--- config.mk ---
export PLATFORM = sky130hd
export DESIGN_NAME = fill_rect_cmd_parser
export DESIGN_NICKNAME = d
export VERILOG_FILES = /design/src/rtl/fill_rect_cmd_parser_pkg.sv /design/src/rtl/fill_rect_cmd_parser_sat_counter.sv /design/src/rtl/fill_rect_cmd_parser.sv
export SDC_FILE = /design/constraint.sdc
export NUM_CORES = 1
export LEC_CHECK = 0
export CORE_MARGIN = 2
export CORE_UTILIZATION = 35
export DETAILED_ROUTE_END_ITERATION = 16
export GPL_ROUTABILITY_DRIVEN = 0
export PLACE_DENSITY = 0.63
export SLEW_MARGIN = 15
export SYNTH_ARGS = -nofsm -noshare
export SYNTH_HDL_FRONTEND = slang
export SYNTH_SLANG_ARGS = --single-unit
--- constraint.sdc ---
create_clock -name clk -period 3 [get_ports clk]
set_input_delay 0.6 -clock clk [delete_from_list [all_inputs] [get_ports clk]]
set_output_delay 0.6 -clock clk [all_outputs]
set_load 0.01 [all_outputs]
--- src/rtl/fill_rect_cmd_parser_pkg.sv ---
// Shared definitions for the fill-rect command path: opcode, payload slot
// layout and the command word width used by both parser and engine.
package fill_rect_cmd_parser_pkg;

    localparam logic [7:0] OPCODE_FILL_DEF = 8'h01;

    // Command word: byte k lives at bits [8k+7:8k]
    localparam int CMD_W     = 88;
    localparam int CMD_BYTES = CMD_W / 8;

    // Payload slot offsets (16-bit fields are sent high byte first)
    localparam int SLOT_ORIGX_HI = 0;
    localparam int SLOT_ORIGX_LO = 1;
    localparam int SLOT_ORIGY_HI = 2;
    localparam int SLOT_ORIGY_LO = 3;
    localparam int SLOT_WID_HI   = 4;
    localparam int SLOT_WID_LO   = 5;
    localparam int SLOT_HGT_HI   = 6;
    localparam int SLOT_HGT_LO   = 7;
    localparam int SLOT_R        = 8;
    localparam int SLOT_G        = 9;
    localparam int SLOT_B        = 10;

    typedef enum logic [1:0] {
        ST_IDLE    = 2'd0,
        ST_PAYLOAD = 2'd1,
        ST_HOLD    = 2'd2
    } parser_state_e;

    // Reassemble a 16-bit field whose high byte sits in slot hi_slot
    function automatic logic [15:0] cmd_field(input logic [CMD_W-1:0] cmd,
                                              input int hi_slot);
        return {cmd[8*hi_slot +: 8], cmd[8*(hi_slot+1) +: 8]};
    endfunction

endpackage

--- src/rtl/fill_rect_cmd_parser_sat_counter.sv ---
// 8-bit event counter that sticks at all-ones instead of wrapping.
module fill_rect_cmd_parser_sat_counter (
    input  logic       clk,
    input  logic       rst_,
    input  logic       inc_i,
    output logic [7:0] cnt_o
);

    logic [7:0] cnt_q;
    logic [7:0] cnt_d;

    // Step on each event until the count reaches 8'hFF
    always_comb begin
        cnt_d = cnt_q;
        if (inc_i && (cnt_q != 8'hFF)) begin
            cnt_d = cnt_q + 8'd1;
        end
    end

    // Count register
    always_ff @(posedge clk or negedge rst_) begin
        if (!rst_) begin
            cnt_q <= 8'h00;
        end else begin
            cnt_q <= cnt_d;
        end
    end

    assign cnt_o = cnt_q;

endmodule

--- src/rtl/fill_rect_cmd_parser.sv ---
// Byte-stream parser for fill-rect commands. Collects the 11 payload bytes
// after an opcode, drops garbage, stalled and zero-area commands (counting
// each drop), and holds the assembled word on out_rts/out_rtr.
//
// Handshake: a byte moves when in_rts & in_rtr on a rising edge; a command
// moves when out_rts & out_rtr on a rising edge. in_rtr decodes state only,
// so there is no combinational path from out_rtr back to the byte source.
module fill_rect_cmd_parser
    import fill_rect_cmd_parser_pkg::*;
#(
    parameter logic [7:0] OPCODE_FILL = OPCODE_FILL_DEF,
    parameter int         TIMEOUT     = 1024,
    parameter bit         DROP_EMPTY  = 1'b1
) (
    input  logic             clk,
    input  logic             rst_,
    input  logic [7:0]       in_data,
    input  logic             in_rts,
    output logic             in_rtr,
    output logic [CMD_W-1:0] out_data,
    output logic             out_rts,
    input  logic             out_rtr,
    output logic [7:0]       err_cnt,
    output logic             busy,
    output logic [1:0]       dbg_state
);

    localparam int             TO_W     = $clog2(TIMEOUT);
    localparam logic [TO_W-1:0] TO_LAST = TO_W'(TIMEOUT - 1);
    localparam logic [3:0]     LAST_IDX = 4'(CMD_BYTES - 1);

    parser_state_e       state_q;
    logic [3:0]          idx_q;
    logic [TO_W-1:0]     to_cnt_q;
    logic [CMD_W-9:0]    payload_q;   // bytes 0..9; byte 10 joins on the final edge
    logic [CMD_W-1:0]    out_data_q;
    logic                out_rts_q;

    logic                in_fire;
    logic                last_byte;
    logic                is_empty;
    logic                timed_out;
    logic                err_inc;

    // Handshake and error-event decode; wid/hgt bytes are already registered by idx 10
    always_comb begin
        in_fire   = in_rts && in_rtr;
        last_byte = (state_q == ST_PAYLOAD) && in_fire && (idx_q == LAST_IDX);
        is_empty  = DROP_EMPTY &&
                    ((cmd_field({8'h00, payload_q}, SLOT_WID_HI) == 16'h0000) ||
                     (cmd_field({8'h00, payload_q}, SLOT_HGT_HI) == 16'h0000));
        timed_out = (state_q == ST_PAYLOAD) && !in_fire && (to_cnt_q == TO_LAST);
        err_inc   = ((state_q == ST_IDLE) && in_fire && (in_data != OPCODE_FILL)) ||
                    (last_byte && is_empty) ||
                    timed_out;
    end

    // Parser FSM with registered command outputs
    always_ff @(posedge clk or negedge rst_) begin
        if (!rst_) begin
            state_q    <= ST_IDLE;
            idx_q      <= 4'd0;
            to_cnt_q   <= '0;
            payload_q  <= '0;
            out_data_q <= '0;
            out_rts_q  <= 1'b0;
        end else begin
            case (state_q)
                ST_IDLE: begin
                    if (in_fire && (in_data == OPCODE_FILL)) begin
                        idx_q    <= 4'd0;
                        to_cnt_q <= '0;
                        state_q  <= ST_PAYLOAD;
                    end
                end
                ST_PAYLOAD: begin
                    if (in_fire) begin
                        to_cnt_q <= '0;
                        if (idx_q == LAST_IDX) begin
                            idx_q <= 4'd0;
                            if (is_empty) begin
                                state_q <= ST_IDLE;
                            end else begin
                                out_data_q <= {in_data, payload_q};
                                out_rts_q  <= 1'b1;
                                state_q    <= ST_HOLD;
                            end
                        end else begin
                            payload_q[{idx_q, 3'b000} +: 8] <= in_data;
                            idx_q <= idx_q + 4'd1;
                        end
                    end else if (to_cnt_q == TO_LAST) begin
                        payload_q <= '0;
                        idx_q     <= 4'd0;
                        state_q   <= ST_IDLE;
                    end else begin
                        to_cnt_q <= to_cnt_q + 1'b1;
                    end
                end
                ST_HOLD: begin
                    if (out_rtr) begin
                        out_rts_q <= 1'b0;
                        state_q   <= ST_IDLE;
                    end
                end
                default: begin
                    state_q <= ST_IDLE;
                end
            endcase
        end
    end

    fill_rect_cmd_parser_sat_counter u_err_cnt (
        .clk   (clk),
        .rst_  (rst_),
        .inc_i (err_inc),
        .cnt_o (err_cnt)
    );

    assign in_rtr    = (state_q != ST_HOLD);
    assign busy      = (state_q != ST_IDLE);
    assign out_rts   = out_rts_q;
    assign out_data  = out_data_q;
    assign dbg_state = state_q;

endmodule

==> summary.md, run 1 <==
| Metric | Value |
|---|---|
| Minimum clock period | 2.66 ns |
| Layout Nets | between 700 and 800 |
| H-Tree Level Count | 4 |
| Synth Area in Compound Gates | 15.9% |
| Max-slew violation count | 0 |
| Worst-Skew Late Latency | between 0.4 and 0.5 ns |
| Reg-to-reg endpoint | payload_q[64] |
| Number of distinct library cells after synthesis | 52 |
| Syn Nets | 661 |
| Xor/xnor share of the synthesized area | 0.872% |
| Peak VDD IR | 0.349 mV |
| Max FO, Critical Path | 9 |
| DP HPWL | 13400 um |
| Clk sinks | 193 |
| Mux contribution to synthesized area | 11.7% |
| Hold_buf cts | 0 |
| Top cells by area, synth | dfrtp_1 60%, mux2_2 11%, o31ai_1 4.6% |
| I/O Buffers | around 110 |
| Setup Skew | 0.0122 ns |
| Cells on worst reg2reg path | 7 |
| Setup violators final | 0 |
| Simple-gate portion of the synthesized area | 7.58% |
| Critical Path AT | approximately 3.0 ns |
| Initial DRC Count | 427 |
| Initial antenna violation count | 0 |
| Starting density of the core | 35.6% |
| Inserted Clock Buffers | 17 |
| Final TNS setup | 0 ns |
| Syn. warnings | 0 |
| Tightest Pin Transition | 0.681 ns |
| Yosys top cell by area | dfrtp_1 |
| Post-synth top flop | dfrtp_1 |
| Remaining DRCs | 0 |
| IO Pins | 113 |
| Final instance area | between 0.01 and 0.015 mm^2 |
| Max Fclk | 376 MHz |
| Share of cells above drive strength 1 | 19.6% |
| Core box area | 0.0226 mm^2 |
| Vias in the first global route | 5602 |
| Synthesized instance count | about 640 |
| CP Launch Type | register |
| Total Power | 5890 uW |
| Max-cap viol count | 0 |
| Ys async rst share | 100% |
| Final hold viol count | 0 |
| Final period util | 88.7% |
| Pin count of the biggest net entering global routing | 84 |
| Syn Area/Cell | 12.5 um^2 |
| EDFF count, synth | 0 |
| Die Area | roughly 0.024 mm^2 |
| Area fraction of the dominant cell type after synthesis | around 60% |
| Pre-CTS setup slack | 0.173 ns |
| Die height | around 160 um |
| RSZ-0062 raised after global routing | no |
| Status | complete, no violations |
| Chip width | between 150 and 200 um |
| Slowest-stage cell, CP | dfrtp_1 |
| Power Dens Cells | 578 mW/mm^2 |
| Reg2Reg Launch Point | idx_q[1] |
| Drt total wl | 19700 um |
| Layout area overhead | 26.9% |
| Placement Rows | 55 |
| CP Class | register to register |
| N_diodes | 0 |
| Crit-path max cell delay | 0.48 ns |
| Setup repair bufs after CTS | 0 |
| Root Buffer | clkbuf_16 |
| CTS clk-pin slew, worst paths | 0.06 ns |
| Quantity of gates resized following cts | 0 |
| Yosys reg bits | 193 |
| Drt wl/cell | 18.4 um |
| Setup crit end kind | register |
| Vias per cell | roughly 5.3 |
| Post-synthesis sequential area ratio | 60.1% |
| Adder-cell share of the synthesized area | 1.09% |
| Combinational family with the most area after synthesis | compound AO/OA/AOI/OAI gates |
| Total iterations of the first detailed-routing run | 5 |
| Global-route wire length before repair | 31500 um |
| Hold Crit Class | input pin to asynchronous set/reset pin |
| Placed inst area | 0.00965 mm^2 |
| Antenna-violating nets left | 0 |
| CP required | between 3 and 4 ns |
| Slew margin rel. | a little over half |
| Crit-path cells | inv_1 -> ha_1 -> or3b_1 -> o2bb2ai_2 -> a21oi_1 -> or2_1 -> o31ai_1 |
| Grt ovf | 0 |
| CTS tree | done |
| Via count | 5689 |
| Mapped Area | between 0.008 and 0.009 mm^2 |
| Reg2reg setup slack | 0.34 ns |
| Final Worst Setup Slack | 0.338 ns |
| Leak pwr | 0.00469 uW |
| Clock Path Buffers | 2 |
| Gr usage total | between 10% and 20% |
[where the power goes]
part           switching [uW]  leakage, uW  internal [uW]
Sequential                143      0.00268           2730
Combinational             512      0.00176            374
Clock                     984     0.000258           1150
Total                    1640      0.00469           4260
[worst max-delay path by stage]
stage                     slack, ns  depth (start not counted)     start             to
final                          0.34                          7  idx_q[1]  payload_q[64]
after global routing           0.11                          6  idx_q[1]  payload_q[16]
after CTS                      0.26                          7  idx_q[1]  payload_q[64]
after detailed placement       0.17                          6    in_rts  payload_q[31]
after global placement         0.20                          6    in_rts  payload_q[31]
after floorplan                0.51                          9  idx_q[0]  payload_q[56]
[worst max-delay path: cells and delay by family, from the launching register on]
| kind | cells | cell delay, ns |
|---|---|---|
| AOI/OAI and AO/OA | 3 | 0.81 |
| and+or+nand+nor | 2 | 0.85 |
| buffers and inverters | 1 | 0.13 |
| adders and majority gates | 1 | 0.28 |
| DFF | 1 | 0.48 |
[flip-flops by register name (all words and copies together), names as in the netlist]
name and cells:
out_data 88, out_rts 1, idx_q 4, payload_q 80, dbg_state 2, u_err_cnt.cnt_o 8
to_cnt_q 10
[placed cells by master, fill, tap and decap left out, types with 10 or more instances in the layout]
| master | synthesis | final |
|---|---|---|
| inv_1 | 16 | 16 |
| nor2_1 | 12 | 12 |
| o31ai_1 | 49 | 49 |
| nand2_1 | 26 | 26 |
| nor4_1 | 10 | 10 |
| o21ai_0 | 72 | 72 |
| clkdlybuf4s50_1 | 0 | 111 |
| clkbuf_16 | 0 | 17 |
| a21oi_1 | 14 | 14 |
| a22o_1 | 31 | 31 |
| buf_4 | 0 | 31 |
| dfrtp_1 | 193 | 193 |
| mux2_2 | 81 | 81 |
[per-layer routing]
layer | GRT usage (%) | share of wire, % | vias to the layer above
li1 | - | - | 2634
met1 | 24.5 | 49 | 2900
met2 | 25.3 | 46 | 136
met3 | 3.51 | 3.6 | 19
met4 | 4.72 | 1.4 | 0
met5 | 0 | 0 | -
[final cells by class]
cell class	count	area [um^2]
Clock inverter	11	109
Clock buffer	20	437
Sequential cell	193	4830
Multi-Input combinational cell	399	2990
Inverter	16	60.1
Fill cell	2073	12400
Tap cell	285	357
Timing Repair Buffer	146	1420
[kinds of logic after synthesis]
kind of cell | Yosys count
AND/OR/NAND/NOR | 108
AO/OA/AOI/OAI | 193
adder cells (fa/ha/maj) | 7
XOR/XNOR | 8
flip-flops | 193
multiplexers | 83
buffers and inverters | 50
[cell usage after synthesis (4+ instances only)]
| cell type | n |
|---|---|
| a21oi_1 | 14 |
| a22o_1 | 31 |
| a31oi_1 | 7 |
| and3_1 | 7 |
| buf_2 | 9 |
| clkbuf_1 | 19 |
| dfrtp_1 | 193 |
| ha_1 | 7 |
| inv_1 | 16 |
| mux2_2 | 81 |
| nand2_1 | 26 |
| nand2b_1 | 6 |
| nand3_1 | 7 |
| nand4_1 | 6 |
| nor2_1 | 12 |
| nor4_1 | 10 |
| o211ai_1 | 4 |
| o21ai_0 | 72 |
| o31ai_1 | 49 |
| or2_1 | 7 |
| xnor2_1 | 7 |
[per-stage QoR]
step	hold slack [ns]	cells	util [%]
finish	0.174	1070	45.2
floorplan	0.304	642	-
detailed placement	0.489	1039	42.7
global placement	0.477	1039	42.7
global route	0.200	1070	45.2
CTS	0.187	1070	45.2
No activity file was read; power rests on OpenSTA's default activity.
==> run 2, diff against run 1 <==
- CTS_CLUSTER_DIAMETER: default -> 50
- GPL_TIMING_DRIVEN: default -> 0
==> run 2 against run 1 <==
Core utilization up 0.19 points. Cell area increased by 0.43%. Combinational power rose by 4.6%. Global-route usage grew 0.57 points. Final cell count rose by 0.56%. Sequential share of layout area down 0.20 points. Non-clock buffer count grew 5. Sequential cell count unchanged. Register-to-register slack lost 0.16 ns. Die area is the same. Critical path type unchanged. Largest power group unchanged.
==> summary.md, run 2 (synthesized netlist as in run 1, its figures left out) <==
| Metric | Value |
|---|---|
| CTS tree | done |
| Antenna-violating nets left | 0 (unchanged) |
| Number of flip-flops in the largest register | 88 (unchanged) |
| Status | complete, no violations |
| Clk pwr share | 37.9% (+1.7 points) |
| Final hold viol count | 0 (unchanged) |
| WL met3 | 945 um (+33%) |
| Max FO, Critical Path | 10 (+1) |
| Pin count of the biggest net entering global routing | 85 (+1.2%) |
| Setup Skew | 0.0123 ns (+0.000105 ns) |
| Cells on worst reg2reg path | 8 (+1) |
| Top Metal Used | met4 |
| Power Internal | 4360 uW (+2.5%) |
| Worst hold margin | 0.0208 ns (-0.153 ns) |
| Drt total wl | 20300 um (+3.1%) |
| Leak pwr | 0.00466 uW (-0.68%) |
| Final Worst Setup Slack | 0.177 ns (-0.161 ns) |
| Inserted Clock Buffers | 17 (unchanged) |
| Max Fclk | 354 MHz (-5.7%) |
| Layout area overhead | 27.5% |
| I/O Buffers | 112 (unchanged) |
| Reg2reg setup slack | 0.18 ns (-0.16 ns) |
| Comb pwr share | 15.2% (+0.2 points) |
| CP required | 3.38 ns (+0.06 ns) |
| Clock Path Buffers | 2 (unchanged) |
| Vias in the first global route | 5729 (+2.3%) |
| Worst-Skew Late Latency | 0.44 ns (about the same) |
| Core box area | 0.0226 mm^2 (unchanged) |
| Setup violators final | 0 (unchanged) |
| Pre-CTS setup slack | -0.297 ns (-0.470 ns) |
| Final period util | 94.1% (+5.4 points) |
| Starting density of the core | 35.6% (unchanged) |
| Remaining DRCs | 0 (unchanged) |
| RSZ-0062 raised after global routing | no |
| Grt ovf | 0 (unchanged) |
| Worst path top cell family by delay | simple AND/OR/NAND/NOR gates |
| Crit-path max cell delay | 0.63 ns (+0.15 ns) |
| Commonest non-fill, non-tap cell in the layout | dfrtp_1 |
| DP HPWL | 13800 um (+3.1%) |
| H-Tree Level Count | 4 (unchanged) |
| N_diodes | 0 (unchanged) |
| Share of cells above drive strength 1 | 19.1% (-0.53 points) |
| CTS clk-pin slew, worst paths | 0.07 ns (about the same) |
| Hold Crit Class | input pin to asynchronous set/reset pin |
| Tightest Pin Transition | 1.01 ns (+0.328 ns) |
| Chip width | 156 um (unchanged) |
| Reg-to-reg endpoint | payload_q[12] |
| Fillcell total | 2075 (+0.096%) |
| Vias per cell | 5.33 (+0.23%) |
| Peak VDD IR | 0.347 mV (-0.78%) |
| Sw Pwr | 1750 uW (+6.7%) |
| Seq pwr share | 46.9% (-1.9 points) |
| Via count | 5734 (+0.79%) |
| Sw Share | 28.6% (+0.82 points) |
| Max-slew violation count | 0 (unchanged) |
| Root Buffer | clkbuf_16 |
| Most frequent cells in the layout | 193 x dfrtp_1, 111 x clkdlybuf4s50_1, 81 x mux2_2, 72 x o21ai_0, 49 x o31ai_1 |
| Die Area | 0.0242 mm^2 (unchanged) |
| Routed met1 length | 9700 um (+0.17%) |
| Drt wl/cell | 18.8 um (+2.6%) |
| Initial antenna violation count | 0 (unchanged) |
| Slowest-stage cell, CP | nor2_1 |
| CP Class | register to register |
| Die height | 156 um (unchanged) |
| Total iterations of the first detailed-routing run | 5 (unchanged) |
| Clk sinks | 193 (unchanged) |
| IO Pins | 113 (unchanged) |
| Minimum clock period | 2.82 ns (+0.161 ns) |
| Reg2Reg Launch Point | idx_q[0] |
| Initial DRC Count | 409 (-4.2%) |
| Max-cap viol count | 0 (unchanged) |
| Worst setup path end | payload_q[12] |
| Critical Path AT | 3.20 ns (+0.22 ns) |
| Layout Nets | 797 (+0.63%) |
| Met2 WL | 9240 um (+2.8%) |
| Slew margin rel. | 32.5% (-22 points) |
| Power Dens Cells | 596 mW/mm^2 (+3.2%) |
| Worst path depth | 8 (+1) |
| Crit-path cells | clkbuf_2 -> inv_1 -> ha_1 -> and3b_1 -> nand2b_1 -> or3_1 -> nor2_1 -> a22o_1 |
| Critical path buffer and inverter count | 2 (+1) |
| Global-route wire length before repair | 32300 um (+2.8%) |
| CP Launch Point | idx_q[0] |
| Setup crit end kind | register |
| CP Launch Type | register |
| Gr usage total | 17.3% (+0.57 points) |
| Placement Rows | 55 (unchanged) |
[run 2: cell count changes in the layout (fill, tap and decap cells not counted), moves of 2 or more]
cell	change
buf_12	-3
a21oi_1	-4
clkbuf_1	+15
buf_16	+2
buf_4	-28
a21oi_2	+4
inv_6	+4
buf_2	+11
buf_6	+3
[run 2: power by group through the flow]
stage               logic, uW  clock network, uW  registers, uW
global placement          843                  0           2910
global route             1030               2470           2890
finish                    926               2320           2870
CTS                       871               2360           2860
floorplan                 510                  0           2900
detailed placement        870                  0           2910
[run 2: final cells by class]
type	instances	area (um^2)	area share (%)
Clock buffer	17	425	4.15
Timing Repair Buffer	117	1200	11.8
Inverter	16	60.1	0.586
Clock inverter	15	173	1.69
Buffer	34	165	1.61
Multi-Input combinational cell	399	3030	29.6
Tap cell	285	357	3.48
Sequential cell	193	4830	47.2
[run 2: worst min-delay path by stage]
stage,startpoint,to,slack [ns],cells past startpoint
final,rst_,payload_q[70],0.02,1
after global routing,rst_,payload_q[70],0.03,1
after floorplan,rst_,dbg_state[0],0.30,0
after detailed placement,rst_,out_data[69],0.49,1
after global placement,to_cnt_q[7],to_cnt_q[7],0.48,1
after CTS,rst_,payload_q[70],0.02,1
[run 2: repair_timing]
action | 4_1_cts | 5_1_grt
gates resized for setup | 2 | 11
pin swaps | 0 | 1
setup buffers | 0 | 3
setup endpoints to repair | 12 | 88
hold buffers | 0 | 0
[run 2: stage by stage]
step	instance area, um^2	instances	TNS, ns	util (%)	power (uW)
after floorplan	8030	642	0	-	3410
after detailed placement	9570	1041	-18.80	42.4	3780
after global placement	9510	1039	-1345.05	42.1	3760
after CTS	10200	1073	0	45.1	6090
final	10200	1076	0	45.4	6110
after global routing	10200	1076	0	45.4	6380
[run 2: layer usage]
layer / up-vias / track usage [%]
met5: - / 0
met4: 0 / 5.99
met3: 24 / 3.82
met2: 152 / 26.3
met1: 2895 / 24.6
li1: 2663 / -
[run 2: worst reg2reg max path: cells and delay by family, from the launching register on]
family | cells | cell delay, ns
simple gates | 4 | 1.55
flops | 1 | 0.42
buf+inv | 2 | 0.36
compound gates | 1 | 0.24
fa+ha+maj | 1 | 0.20
